`src/rtl/measurement_averager_pkg.sv`:
```
// Shared voltmeter definitions: measurement width, reference-sign encoding
// and the averager output-state enum.
package measurement_averager_pkg;

    localparam int   DEFAULT_COUNT_W = 12;
    localparam logic REF_SIGN_NEG    = 1'b1;

    typedef enum logic {
        EMPTY = 1'b0,
        FULL  = 1'b1
    } out_state_t;

endpackage

```
`src/rtl/measurement_averager.sv`:
```
// Averages 2**AVG_LOG2 signed conversions and holds each result behind a
// valid/ready handshake. Conversions are never stalled; unread results are overwritten.
//
//  state | meaning
//  ------+-----------------------------------------------------------
//  EMPTY | no unread result; result_valid_o low
//  FULL  | result_o holds an unread average; result_valid_o high
module measurement_averager
    import measurement_averager_pkg::*;
#(
    parameter int COUNT_W  = DEFAULT_COUNT_W,
    parameter int AVG_LOG2 = 2
) (
    input  logic               clk_i,
    input  logic               rst_i,
    input  logic               clear_i,
    input  logic               sample_valid_i,
    input  logic [COUNT_W-1:0] sample_count_i,
    input  logic               sample_sign_i,
    output logic               result_valid_o,
    input  logic               result_ready_i,
    output logic [COUNT_W:0]   result_o,
    output logic               overrun_o,
    output logic [AVG_LOG2:0]  sample_idx_o
);

    localparam int ACC_W = COUNT_W + 1 + AVG_LOG2;
    localparam int RES_W = COUNT_W + 1;
    localparam int IDX_W = AVG_LOG2 + 1;
    localparam int N     = 1 << AVG_LOG2;

    out_state_t              state, state_next;
    logic signed [ACC_W-1:0] acc;
    logic signed [RES_W-1:0] s;
    logic signed [ACC_W-1:0] s_ext;
    logic signed [ACC_W-1:0] sum;
    logic signed [RES_W-1:0] result_next;
    logic                    window_end;
    logic                    overrun_set;

    always_comb begin
        // Negating a zero magnitude yields zero, so there is no negative zero.
        s = sample_sign_i == REF_SIGN_NEG ? -$signed({1'b0, sample_count_i})
                                          :  $signed({1'b0, sample_count_i});
        s_ext       = ACC_W'(s);
        sum         = acc + s_ext;
        result_next = RES_W'(sum >>> AVG_LOG2);
        window_end  = sample_valid_i && !clear_i && (sample_idx_o == IDX_W'(N - 1));
    end

    always_comb begin
        state_next  = state;
        overrun_set = 1'b0;
        case (state)
            EMPTY: begin
                if (window_end) state_next = FULL;
            end
            FULL: begin
                if (window_end) begin
                    overrun_set = !result_ready_i;
                end else if (result_ready_i) begin
                    state_next = EMPTY;
                end
            end
            default: state_next = EMPTY;
        endcase
    end

    always_ff @(posedge clk_i) begin
        if (rst_i || clear_i) begin
            state        <= EMPTY;
            acc          <= '0;
            sample_idx_o <= '0;
            result_o     <= '0;
            overrun_o    <= 1'b0;
        end else begin
            state <= state_next;
            if (sample_valid_i) begin
                if (window_end) begin
                    acc          <= '0;
                    sample_idx_o <= '0;
                    result_o     <= result_next;
                end else begin
                    acc          <= sum;
                    sample_idx_o <= sample_idx_o + IDX_W'(1);
                end
            end
            if (overrun_set) overrun_o <= 1'b1;
        end
    end

    assign result_valid_o = (state == FULL);

endmodule

```
`config.mk`:
```
export PLATFORM = sky130hd
export DESIGN_NAME = measurement_averager
export DESIGN_NICKNAME = d
export VERILOG_FILES = /design/src/rtl/measurement_averager_pkg.sv /design/src/rtl/measurement_averager.sv
export SDC_FILE = /design/constraint.sdc
export NUM_CORES = 1
export LEC_CHECK = 0
export BUFFER_PORTS_ARGS = -buffer_cell sky130_fd_sc_hd__buf_2
export CORE_MARGIN = 4
export CORE_UTILIZATION = 50
export DETAILED_ROUTE_END_ITERATION = 7
export PLACE_DENSITY = 0.72
export SETUP_SLACK_MARGIN = 0.1
export SLEW_MARGIN = 20
export SYNTH_ARGS = -nofsm -noshare
export SYNTH_HDL_FRONTEND = slang
export SYNTH_SLANG_ARGS = --single-unit
```
`constraint.sdc`:
```
create_clock -name clk_i -period 10.2 [get_ports clk_i]
set_input_delay 0.51 -clock clk_i [delete_from_list [all_inputs] [get_ports clk_i]]
set_output_delay 0.51 -clock clk_i [all_outputs]
set_load 0.05 [all_outputs]
```
# Word level (Yosys, flattened, before mapping)

Index checks and enable logic that the tools add are counted.

Add/subtract/negate cells: 3
Eq/ne operators: 1
Multiplexer cells: 9
Bitwise gates (word level): 1
Reduce and logical (&&, ||, !) cells: 6

Operators with widths:

| cell                | number |
|---|---|
| $add 15x13->15      | 1 |
| $mux 15             | 1 |
| $mux 13             | 1 |
| $neg 12->13         | 1 |
| $mux 1              | 5 |
| $add 3x1->3 const B | 1 |
| $eq 3x2->1 const B  | 1 |
| $mux 3              | 1 |
| $logic_and 1x1->1   | 2 |
| $logic_not 1->1     | 2 |
| $pmux 1 s2          | 1 |
| $reduce_and 2->1    | 1 |
| $logic_or 1x1->1    | 1 |
| $not 1->1           | 1 |

Register bits: 33
Input port bits: 18
Output and inout port bits: 18
Word-level logic and storage cells: 25

# Longest topological paths before layout

Gate-level depths: netlist of the first run.

Depth in word-level cells: 5
Gate-level depth with buffers: 14
Gate-level depth less buffers: 13

# Worst setup path before layout of the first run

Ideal clock, no wire load.

Kind: input port to flip-flop
Start: input sample_count_i[4]
End: register acc[14]
Setup time: 120 ps
Arrival: 3677 ps
Data required time: 10080 ps
Setup slack: 6403 ps
Stages on the path: 11
Path buffers: 0
Cell sequence: or4_4 > or3_2 > o31ai_1 > xnor2_1 > ha_1 > and2_1 > a21o_1 > a221o_1 > or3_1 > and4_4 > a211o_1

Longest elaborated chain between the ends: 4

RTL lines:

| item                   | line                       | source |
|---|---|---|
| start: declaration     | measurement_averager.sv:18 | `input logic [COUNT_W-1:0] sample_count_i,` |
| $neg 12->13            | measurement_averager.sv:43 | `s = sample_sign_i == REF_SIGN_NEG ? -$signed({1'b0, sample_count_i})` |
| $mux 13 *              | measurement_averager.sv:43 |  |
| $add 15x13->15 *       | measurement_averager.sv:46 | `sum = acc + s_ext;` |
| $mux 15 *              | measurement_averager.sv:79 | `if (window_end) begin` |
| end signal: assignment | measurement_averager.sv:84 | `acc <= sum;` |
| end: declaration       | measurement_averager.sv:33 | `logic signed [ACC_W-1:0] acc;` |

Every way passes the cells marked *; elsewhere a longest branch is shown, timed or not.
A chain may end at the register's enable or synchronous reset.

# Worst setup path in the final report of the first run

Ends and elaborated chain as after synthesis.

==> flow_summary.toml, run 1 <==
[synthesis]
synth_cells = 277
synth-compound-area-share_pct = 21.9
syn-num-nets = 316
syn_area_per_cell_um2 = 8.11
synth_edf_count = 0
synth_area_um2 = 2250
ys_seq_area_share_pct = 29.4
synth_area_leader_cell = "dfxtp_1"
synth_top_family_by_area = "simple AND/OR/NAND/NOR gates"
synth_cell_types = 48
synth_top_area_share_pct = 29.4
synthSimpleGateAreaFrac_pct = 22.4
synthFlopType = "dfxtp_1"
yosysWarnings = 0
async_flop_share_pct = 0
synth_mux_area_share_pct = 1.78
netlist_top_cells_area = "dfxtp_1 29%, ha_1 11%, a21oi_1 6.0%"
synthAdderAreaFrac_pct = 12.0
synth_seq_cells = 33
synth-xor-area-share_pct = 8.96

[timing]
fin_ws_ns = 6.42
rsz0062_at_grt = "no"
skew_ns = 0.00613
slew_headroom_pct = 44.0
timing.fmax_mhz = 264
hold_viol = 0
worst_slew_pin_slew_ns = 0.840
fin_setup_tns_ns = 0
period_needed_ns = 3.78
fin_crit_sh_pct = 37.1
drv_slew = 0
setup_viol = 0

[detailed_routing]
via_per_inst = 5.78
wl_per_cell_um = 14.6
drt-total-wl_um = 5240
drc_errors = 0
drt_first_pass_iters = 4
first_iter_violations = 113
vias = 2082
antenna_left = 0

[placed_design]
gp_congestion = 0.878
dpl.hpwl_um = 3930
io_buffers = 35
dp_slack_ns = 6.13
placed_cells = 353

[cts]
h-tree-depth = 2
clkTransAtPathRegs_ns = 0.07
cts_tree = "done"
clk_path_buf_depth = 2
clk_latency_ns = 0.28
post-cts-setup-buffers = 0
hold_buffers = 0
clockRootBuffer = "clkbuf_8"
cts_num_sinks = 33
cts_buffers = 5
ctsResizeCount = 0

[worst_setup_path]
critPathSlowestCell = "or4_4"
critPathKind = "input pin to flip-flop"
worst_setup_path_start_kind = "input pin"
cp-startpoint = "sample_count_i[4]"
path_buf_inv = 1
slowest_delay_ns = 0.56
rr_startpoint = "acc[0]"
crit_fanout = 5
crit_family = "simple AND/OR/NAND/NOR gates"
path_cells = "buf_2 > or4_4 > or3_2 > o31ai_1 > xnor2_1 > ha_1 > and2_1 > a21o_1 > a221o_1 > or3_1 > and4_4 > a211o_1"
worstPathRequired_ns = 10.38
end_kind = "flip-flop"
crit_arrival_ns = 3.96

[floorplan]
die_h_um = 75.0
die_x_um = 75.0
dieArea_um2 = 5630
start_util_pct = 51.6
coreArea_um2 = 4350
fp-row-count = 24
io-pin-count = 36

[worst_hold_path]
hp-class = "flip-flop to flip-flop"
hp-start = "result_o[2]"

[global_routing]
met3_usage_pct = 4.54
track_usage_pct = 19.9
grt_first_pass_wirelength_um = 8650
antenna_found_initial = 0
grt_overflow = 0
met2_usage_pct = 29.1
grt_start_max_net_pins = 27
top_usage_layer = "met2"
grt_pass1_vias = 1900
met1_usage_pct = 29.0

[finish]
final_nets = 347
drive_gt1_share_pct = 16.2
area.growth.synth_to_final_pct = 13.0
fin_cells = 360
diodes = 0

[pwr]
ir_drop_uv = 107
power_density_nw_per_um2 = 123
total_power_uw = 313
p_leak_uw = 0.00114

[flow_run]
cap_violations = 0

[run_status]
status = "completed"
[cell families (layout without fill, tap and decap cells)]
kind of cell,count (synthesis),count (layout)
and+or+nand+nor,100,100
AOI/OAI and AO/OA,77,77
DFF,33,33
adders and majority gates,21,21
xor gates and xnor gates,21,21
buffers and inverters,21,52
muxes,4,4
[per-stage QoR]
step,hold slack [ns],utilization [%],instance area [µm²]
floorplan,0.432,-,2250
global placement,0.440,56.3,2450
detailed placement,0.446,56.3,2450
CTS,0.457,58.3,2540
global route,0.478,58.3,2540
finish,0.454,58.3,2540
[registers in the layout, summed over array words and instances, names as in the netlist]
signal	cells
acc	15
sample_idx_o	3
overrun_o	1
result_valid_o	1
result_o	13
[worst paths after layout]
check                           slack, ns  cells after the start           to
worst max-delay path                 6.42                     12      acc[14]
worst min-delay path                 0.45                      2  result_o[2]
worst max register to register       7.68                      9      acc[14]
worst min register to register       0.45                      2  result_o[2]
[where the power goes]
part	total (µW)	internal (µW)	leakage, µW	switching [µW]
registers	135	132	0.000267	2.37
clock network	102	53.3	0.0000433	48.8
logic	76.5	31.1	0.000830	45.4
total	313	217	0.00114	96.6
[final cells by class]
class | instances | area, µm²
clock inverters | 1 | 7.51
flip-flops and latches | 33 | 661
well taps | 52 | 65.1
fillers | 388 | 1810
clock buffers | 6 | 82.6
multi-input cells | 223 | 1510
repair buffers | 36 | 183
inverters | 9 | 33.8
[worst reg2reg max path: stages, from the launching register on]
cell,delay [ns]
dfxtp_1,0.33
ha_1,0.16
inv_1,0.05
fa_1,0.40
nor2b_1,0.17
o2111ai_1,0.19
a211oi_1,0.45
o21ai_0,0.19
and4_4,0.21
a211o_1,0.25
[layer usage]
metal | up-vias | part of all wire [%]
met1 | 948 | 50
met5 | - | 0
li1 | 1059 | -
met4 | 0 | 1.4
met3 | 7 | 6.3
met2 | 68 | 42
[cell usage after synthesis (5+ instances only)]
master	count
nand2_1	31
a21o_1	5
a21oi_1	27
o21a_1	6
nand2b_1	7
nor3_1	5
or3_1	6
clkbuf_1	11
dfxtp_1	33
o21ai_0	15
xnor2_1	13
ha_1	20
and3_1	5
nand3_1	18
nor2_1	14
inv_1	9
xor2_1	7
[cells in the final DEF, fill, tap and decap left out, drive strengths merged, types with 2 or more instances in the layout]
cell    count
o21a        6
nor2b       3
a211oi      4
nor2       14
nor3        5
a21o        5
and3        5
nand3      18
xor2        7
a21oi      27
o21ai      15
nand2b      7
and4        2
dfxtp      33
or4         3
a32o        2
inv         9
o41ai       2
nand2      31
clkbuf      6
o31ai       3
mux2i       4
buf        36
ha         20
a211o       2
or3         7
xnor2      13
(Power assumes the default switching activity.)
==> run 2, diff against run 1 <==
--- a/config.mk
+++ b/config.mk
@@ -5,6 +5,7 @@
 export SDC_FILE = /design/constraint.sdc
 export NUM_CORES = 1
 export LEC_CHECK = 0
+export ABC_AREA = 1
 export BUFFER_PORTS_ARGS = -buffer_cell sky130_fd_sc_hd__buf_2
 export CORE_MARGIN = 4
 export CORE_UTILIZATION = 50
==> constraint.sdc (replaced) <==
create_clock -name clk_i -period 3.6 [get_ports clk_i]
set_input_delay 0.18 -clock clk_i [delete_from_list [all_inputs] [get_ports clk_i]]
set_output_delay 0.18 -clock clk_i [all_outputs]
set_load 0.05 [all_outputs]
==> flow_summary.toml, run 2 <==
[worst_setup_path]
r2r_setup_slack_ns = 1.69
end_kind = "flip-flop"
slowest_delay_ns = 0.31
rr_startpoint = "acc[0]"
reg2reg_depth = 14
crit_fanout = 4
path_cells = "buf_2 > nor3_1 > nand2_1 > nor3_2 > nand2_1 > nand2_1 > nand2_1 > xor2_1 > ha_1 > nand2_1 > nor3_4 > nand2_1 > a21oi_1 > nor2_1 > nand2_1 > nand2_1 > nand2_1 > a21oi_2"
critPathMostFrequentCell = "nand2_1"
critPathSlowestCell = "ha_1"
worst_setup_path_start_kind = "input pin"
crit_arrival_ns = 2.35
r2r_end = "acc[12]"
critPathKind = "input pin to flip-flop"
worstPathRequired_ns = 3.73

[synthesis]
async_flop_share_pct = 0
synth_area_leader_cell = "dfxtp_1"
yosysMostFrequentCell = "nand2_1"
ys_seq_area_share_pct = 28.3
synth_area_um2 = 2330
syn_area_per_cell_um2 = 6.53
synth_top_area_share_pct = 28.3
yosysWarnings = 0
synth_cells = 357
netlist_top_cells_area = "dfxtp_1 28%, nand2_1 17%, ha_1 11%"
synth_common_cells = "103 x nand2_1, 54 x nor2_1, 43 x inv_1, 33 x dfxtp_1, 27 x a21oi_1"
synth_edf_count = 0
syn-num-nets = 396
synth_seq_cells = 33
synthFlopType = "dfxtp_1"
synth_cell_types = 31

[timing]
worst_slew_pin_slew_ns = 0.984
setup_viol = 0
rsz0062_at_grt = "no"
drv_slew = 0
timing.fmax_mhz = 451
hold_viol = 0
fin_ws_ns = 1.38
fin_setup_tns_ns = 0
period_needed_ns = 2.22
fin_crit_sh_pct = 61.5
slew_headroom_pct = 34.3
skew_ns = 0.00907

[detailed_routing]
first_iter_violations = 64
wl_per_cell_um = 11.4
antenna_left = 0
via_per_inst = 5.00
drc_errors = 0
drt-total-wl_um = 5070
vias = 2220
drt_first_pass_iters = 4

[pwr]
pwr-share-seq_pct = 41.5
swShare_pct = 31.7
ir_drop_uv = 330
switchingPower_uw = 292
clkPwrFrac_pct = 33.5
p_comb_share_pct = 25.0
power_density_nw_per_um2 = 351
total_power_uw = 921
p_leak_uw = 0.00145
p_int_uw = 629

[floorplan]
die_x_um = 76.3
dieArea_um2 = 5820
fp-row-count = 24
io-pin-count = 36
die_h_um = 76.3
coreArea_um2 = 4440
start_util_pct = 52.5

[global_routing]
track_usage_pct = 17.8
grt_start_max_net_pins = 32
grt_first_pass_wirelength_um = 8710
antenna_found_initial = 0
grt_overflow = 0
grt_pass1_vias = 1947

[cts]
clockRootBuffer = "clkbuf_8"
clk_latency_ns = 0.28
h-tree-depth = 2
cts_tree = "done"
cts_buffers = 5
post-cts-setup-buffers = 0
ctsResizeCount = 0
hold_buffers = 0
clkTransAtPathRegs_ns = 0.07
clk_path_buf_depth = 2
cts_num_sinks = 33

[worst_hold_path]
whs_path_depth = 3
min_to = "overrun_o"
hp-start = "rst_i"
hp-class = "input pin to flip-flop"

[finish]
multi_input_area_um2 = 1460
mostFrequentLayoutCell = "nand2_1"
regMostFlops = "acc"
largest_register_ffs = 15
final_nets = 430
fill_cells = 443
seqCellArea_um2 = 661
fin_cells = 444
area.growth.synth_to_final_pct = 12.7
largestRegisters = "acc (15), result_o (13), sample_idx_o (3)"
final_cell_mix = "103 x nand2_1, 54 x nor2_1, 43 x inv_1"
fin_area_um2 = 2630
diodes = 0
drive_gt1_share_pct = 14.3

[flow_run]
cap_violations = 0

[run_status]
status = "completed"

[placed_design]
placed_cells = 436
dp_slack_ns = 1.09
dpl.hpwl_um = 4040
io_buffers = 35
placed_cell_area_um2 = 2530
gp_congestion = 0.920
run 2: changes by cell type in the layout (fill, tap and decap cells not counted), sizes merged, moves of 4 or more:
| cell | before | now |
|---|---|---|
| nand2 | 31 | 106 |
| nor2 | 14 | 55 |
| inv | 9 | 45 |
| nand2b | 7 | 0 |
| or3 | 7 | 0 |
| xnor2 | 13 | 7 |
| and3 | 5 | 0 |
| a21o | 5 | 1 |
| mux2i | 4 | 0 |
| o21a | 6 | 2 |
run 2: through the flow:
step | hold WS [ns] | util, %
after global placement | 0.441 | 56.8
final | 0.154 | 59.1
after detailed placement | 0.452 | 56.8
after floorplan | 0.275 | -
after global routing | 0.149 | 59.1
after CTS | 0.154 | 59.1
run 2: kinds of logic (layout without fill, tap and decap cells):
group | after synthesis | in the layout | synth area share (%)
compound gates | 51 | 51 | 11.9
xor+xnor | 17 | 17 | 6.38
fa+ha+maj | 21 | 21 | 11.6
buf+inv | 53 | 88 | 9.23
flops | 33 | 33 | 28.3
simple gates | 182 | 182 | 32.6
run 2: final cells by class:
class | count | area share (%)
clock inverter | 1 | 0.190
inverter | 45 | 6.43
multi-input combinational | 271 | 55.4
tap | 52 | 2.48
clock buffer | 7 | 3.67
sequential | 33 | 25.1
timing repair buffer | 35 | 6.67
run 2: layer usage:
layer  vias up  global-route usage, %  wire [µm]
li1       1186                      -          -
met1       993                   22.0       2260
met2        37                   31.9       2580
met3         4                   3.90        208
met4         0                   2.72         21
met5         -                      0          0
run 2: power groups by stage:
| stage | logic [µW] | registers [µW] | clock network (µW) |
|---|---|---|---|
| 2_1_floorplan | 172 | 391 | 0 |
| 3_3_place_gp | 228 | 391 | 0 |
| 3_5_place_dp | 231 | 391 | 0 |
| 4_1_cts | 233 | 382 | 316 |
| 5_1_grt | 268 | 383 | 332 |
| 6_report | 230 | 382 | 309 |
run 2: how the worst max path moves through the flow:
stage / start / to / slack [ns] / depth (start not counted)
final: sample_count_i[2] / acc[14] / 1.38 / 18
after global placement: sample_count_i[2] / acc[14] / 1.16 / 18
after global routing: sample_count_i[2] / acc[14] / 1.05 / 18
after floorplan: sample_count_i[2] / result_o[12] / 1.50 / 17
after detailed placement: sample_count_i[2] / result_o[12] / 1.09 / 18
after CTS: sample_count_i[2] / acc[14] / 1.37 / 18
run 2: worst max-delay path, delay by kind of cell:
kind | cells | cell delay (ns)
and+or+nand+nor | 13 | 1.40
adders and majority gates | 1 | 0.31
AOI/OAI and AO/OA | 2 | 0.18
buffers and inverters | 1 | 0.12
xor gates and xnor gates | 1 | 0.17
==> run 3, diff against run 2 <==
==> constraint.sdc (replaced) <==
create_clock -name clk_i -period 2.1 [get_ports clk_i]
set_input_delay 0.105 -clock clk_i [delete_from_list [all_inputs] [get_ports clk_i]]
set_output_delay 0.105 -clock clk_i [all_outputs]
set_load 0.05 [all_outputs]
==> flow_summary.toml, run 3 (synthesized netlist as in run 2, its figures left out) <==
[run_status]
status = "completed"

[floorplan]
start_util_pct = 52.5
dieArea_um2 = 5820
fp-row-count = 24
io-pin-count = 36
die_h_um = 76.3
die_x_um = 76.3
coreArea_um2 = 4440

[global_routing]
grt_start_max_net_pins = 32
antenna_found_initial = 0
grt_pass1_vias = 2153
grt_first_pass_wirelength_um = 9320
track_usage_pct = 19.1
grt_overflow = 0

[placed_design]
placed_cells = 466
dpl.hpwl_um = 4260
gp_congestion = 0.892
io_buffers = 35
dp_slack_ns = -0.312

[worst_setup_path]
crit_arrival_ns = 2.26
crit_fanout = 3
worstPathRequired_ns = 2.30
critPathSlowestCell = "ha_1"
critPathMostFrequentCell = "nand2_1"
slowest_delay_ns = 0.33
end_kind = "flip-flop"
path_buf_inv = 2
path_cells = "buf_6 > nor3_4 > nand2_2 > nor3_4 > buf_4 > nor2_2 > xor2_2 > ha_1 > nand2_1 > nand2_2 > nand2_2 > nand2_2 > nand2_1 > nand3_1 > nor2_1 > nand2_1 > nand2_1 > nand2_1 > a21oi_2"
worst_setup_path_start_kind = "input pin"
crit_family = "simple AND/OR/NAND/NOR gates"
critPathKind = "input pin to flip-flop"

[cts]
cts_num_sinks = 33
cts_tree = "done"
clockRootBuffer = "clkbuf_8"
cts_buffers = 5
h-tree-depth = 2
clk_latency_ns = 0.28
clkTransAtPathRegs_ns = 0.07
clk_path_buf_depth = 2

[finish]
fin_cells = 480
largestRegisters = "acc (15), result_o (13), sample_idx_o (3)"
drive_gt1_share_pct = 30.6
final_cell_mix = "85 x nand2_1, 48 x nor2_1, 42 x inv_1"
area.growth.synth_to_final_pct = 32.5
final_nets = 466
mostFrequentLayoutCell = "nand2_1"
regMostFlops = "acc"
largest_register_ffs = 15
diodes = 0

[timing]
drv_slew = 0
setup_viol = 0
fin_ws_ns = 0.0405
skew_ns = 0.00622
rsz0062_at_grt = "yes"
period_needed_ns = 2.06
fin_crit_sh_pct = 98.1
worst_slew_pin_slew_ns = 0.979
hold_ws_ns = 0.0641
slew_headroom_pct = 34.7
hold_viol = 0
timing.fmax_mhz = 486

[pwr]
p_leak_uw = 0.00165
power_density_nw_per_um2 = 595
ir_drop_uv = 252

[detailed_routing]
first_iter_violations = 124
drt_first_pass_iters = 4
via_per_inst = 4.94
drt-total-wl_um = 5740
wl_per_cell_um = 12.0
antenna_left = 0
drc_errors = 0
vias = 2371

[worst_hold_path]
hp-class = "input pin to flip-flop"

[flow_run]
cap_violations = 0
[run 3: changes by cell type in the layout (fill, tap and decap cells not counted), sizes merged]
cell | previous run | this run
bufinv | 0 | 1
buf | 35 | 71
clkinv | 1 | 0
[run 3: where the power goes]
group          internal [µW]  total [µW]  switching, µW  leakage (µW)
combinational            240         556            315       0.00132
sequential               642         657           14.7      0.000267
clock                    387         626            239     0.0000585
total                   1270        1840            569       0.00165
[run 3: repair_timing]
action / 4_1_cts / 5_1_grt
endpoints found under the setup margin: 3 / 20
gates resized for setup: 6 / 40
hold buffers: 0 / 0
hold endpoints to repair: 0 / 0
pin swaps: 1 / 22
setup buffers: 3 / 3
gates cloned: 0 / 0
[run 3: routing by layer]
layer / track usage [%] / vias up / wire length (µm)
met5: 0 / - / 0
met4: 5.43 / 0 / 61
met3: 2.13 / 5 / 259
met2: 30.5 / 53 / 2660
met1: 27.0 / 1065 / 2760
li1: - / 1248 / -
[run 3: worst paths after layout]
| kind | cells after the start | slack (ns) | from | endpoint |
|---|---|---|---|---|
| hold reg to reg | 2 | 0.47 | acc[3] | acc[3] |
| hold / removal | 2 | 0.06 | sample_valid_i | sample_idx_o[0] |
| setup / recovery | 19 | 0.04 | sample_count_i[1] | acc[14] |
| setup reg to reg | 14 | 0.17 | acc[0] | acc[12] |
[run 3: cell type report]
class,instances,area (µm²)
clock buffer,7,86.3
inverter,45,169
multi-input combinational,271,1620
sequential,33,661
timing repair buffer,71,458
fill,392,1360
tap,52,65.1
clock inverter,1,30.0
[run 3: stage by stage]
step           cell area [µm²]  power, µW  util, %  setup TNS [ns]
3_5_place_dp              2760       1140     62.0           -2.68
4_1_cts                   2920       1770     65.7               0
6_report                  3090       1840     69.5               0
2_1_floorplan             2340        965        -               0
5_1_grt                   3090       1930     69.5           -1.12
3_3_place_gp              2760       1130     62.0           -1.98
[run 3: worst reg2reg max path, cell delays in order (launching register included)]
cell	delay, ns
dfxtp_1	0.33
ha_1	0.16
inv_1	0.06
fa_1	0.38
inv_1	0.09
nand3_1	0.07
nand2_1	0.11
nand3_1	0.09
nand2_2	0.12
nand2_2	0.06
nand2_1	0.05
nand2_1	0.05
nand2_2	0.08
nand2_1	0.07
a21oi_2	0.13
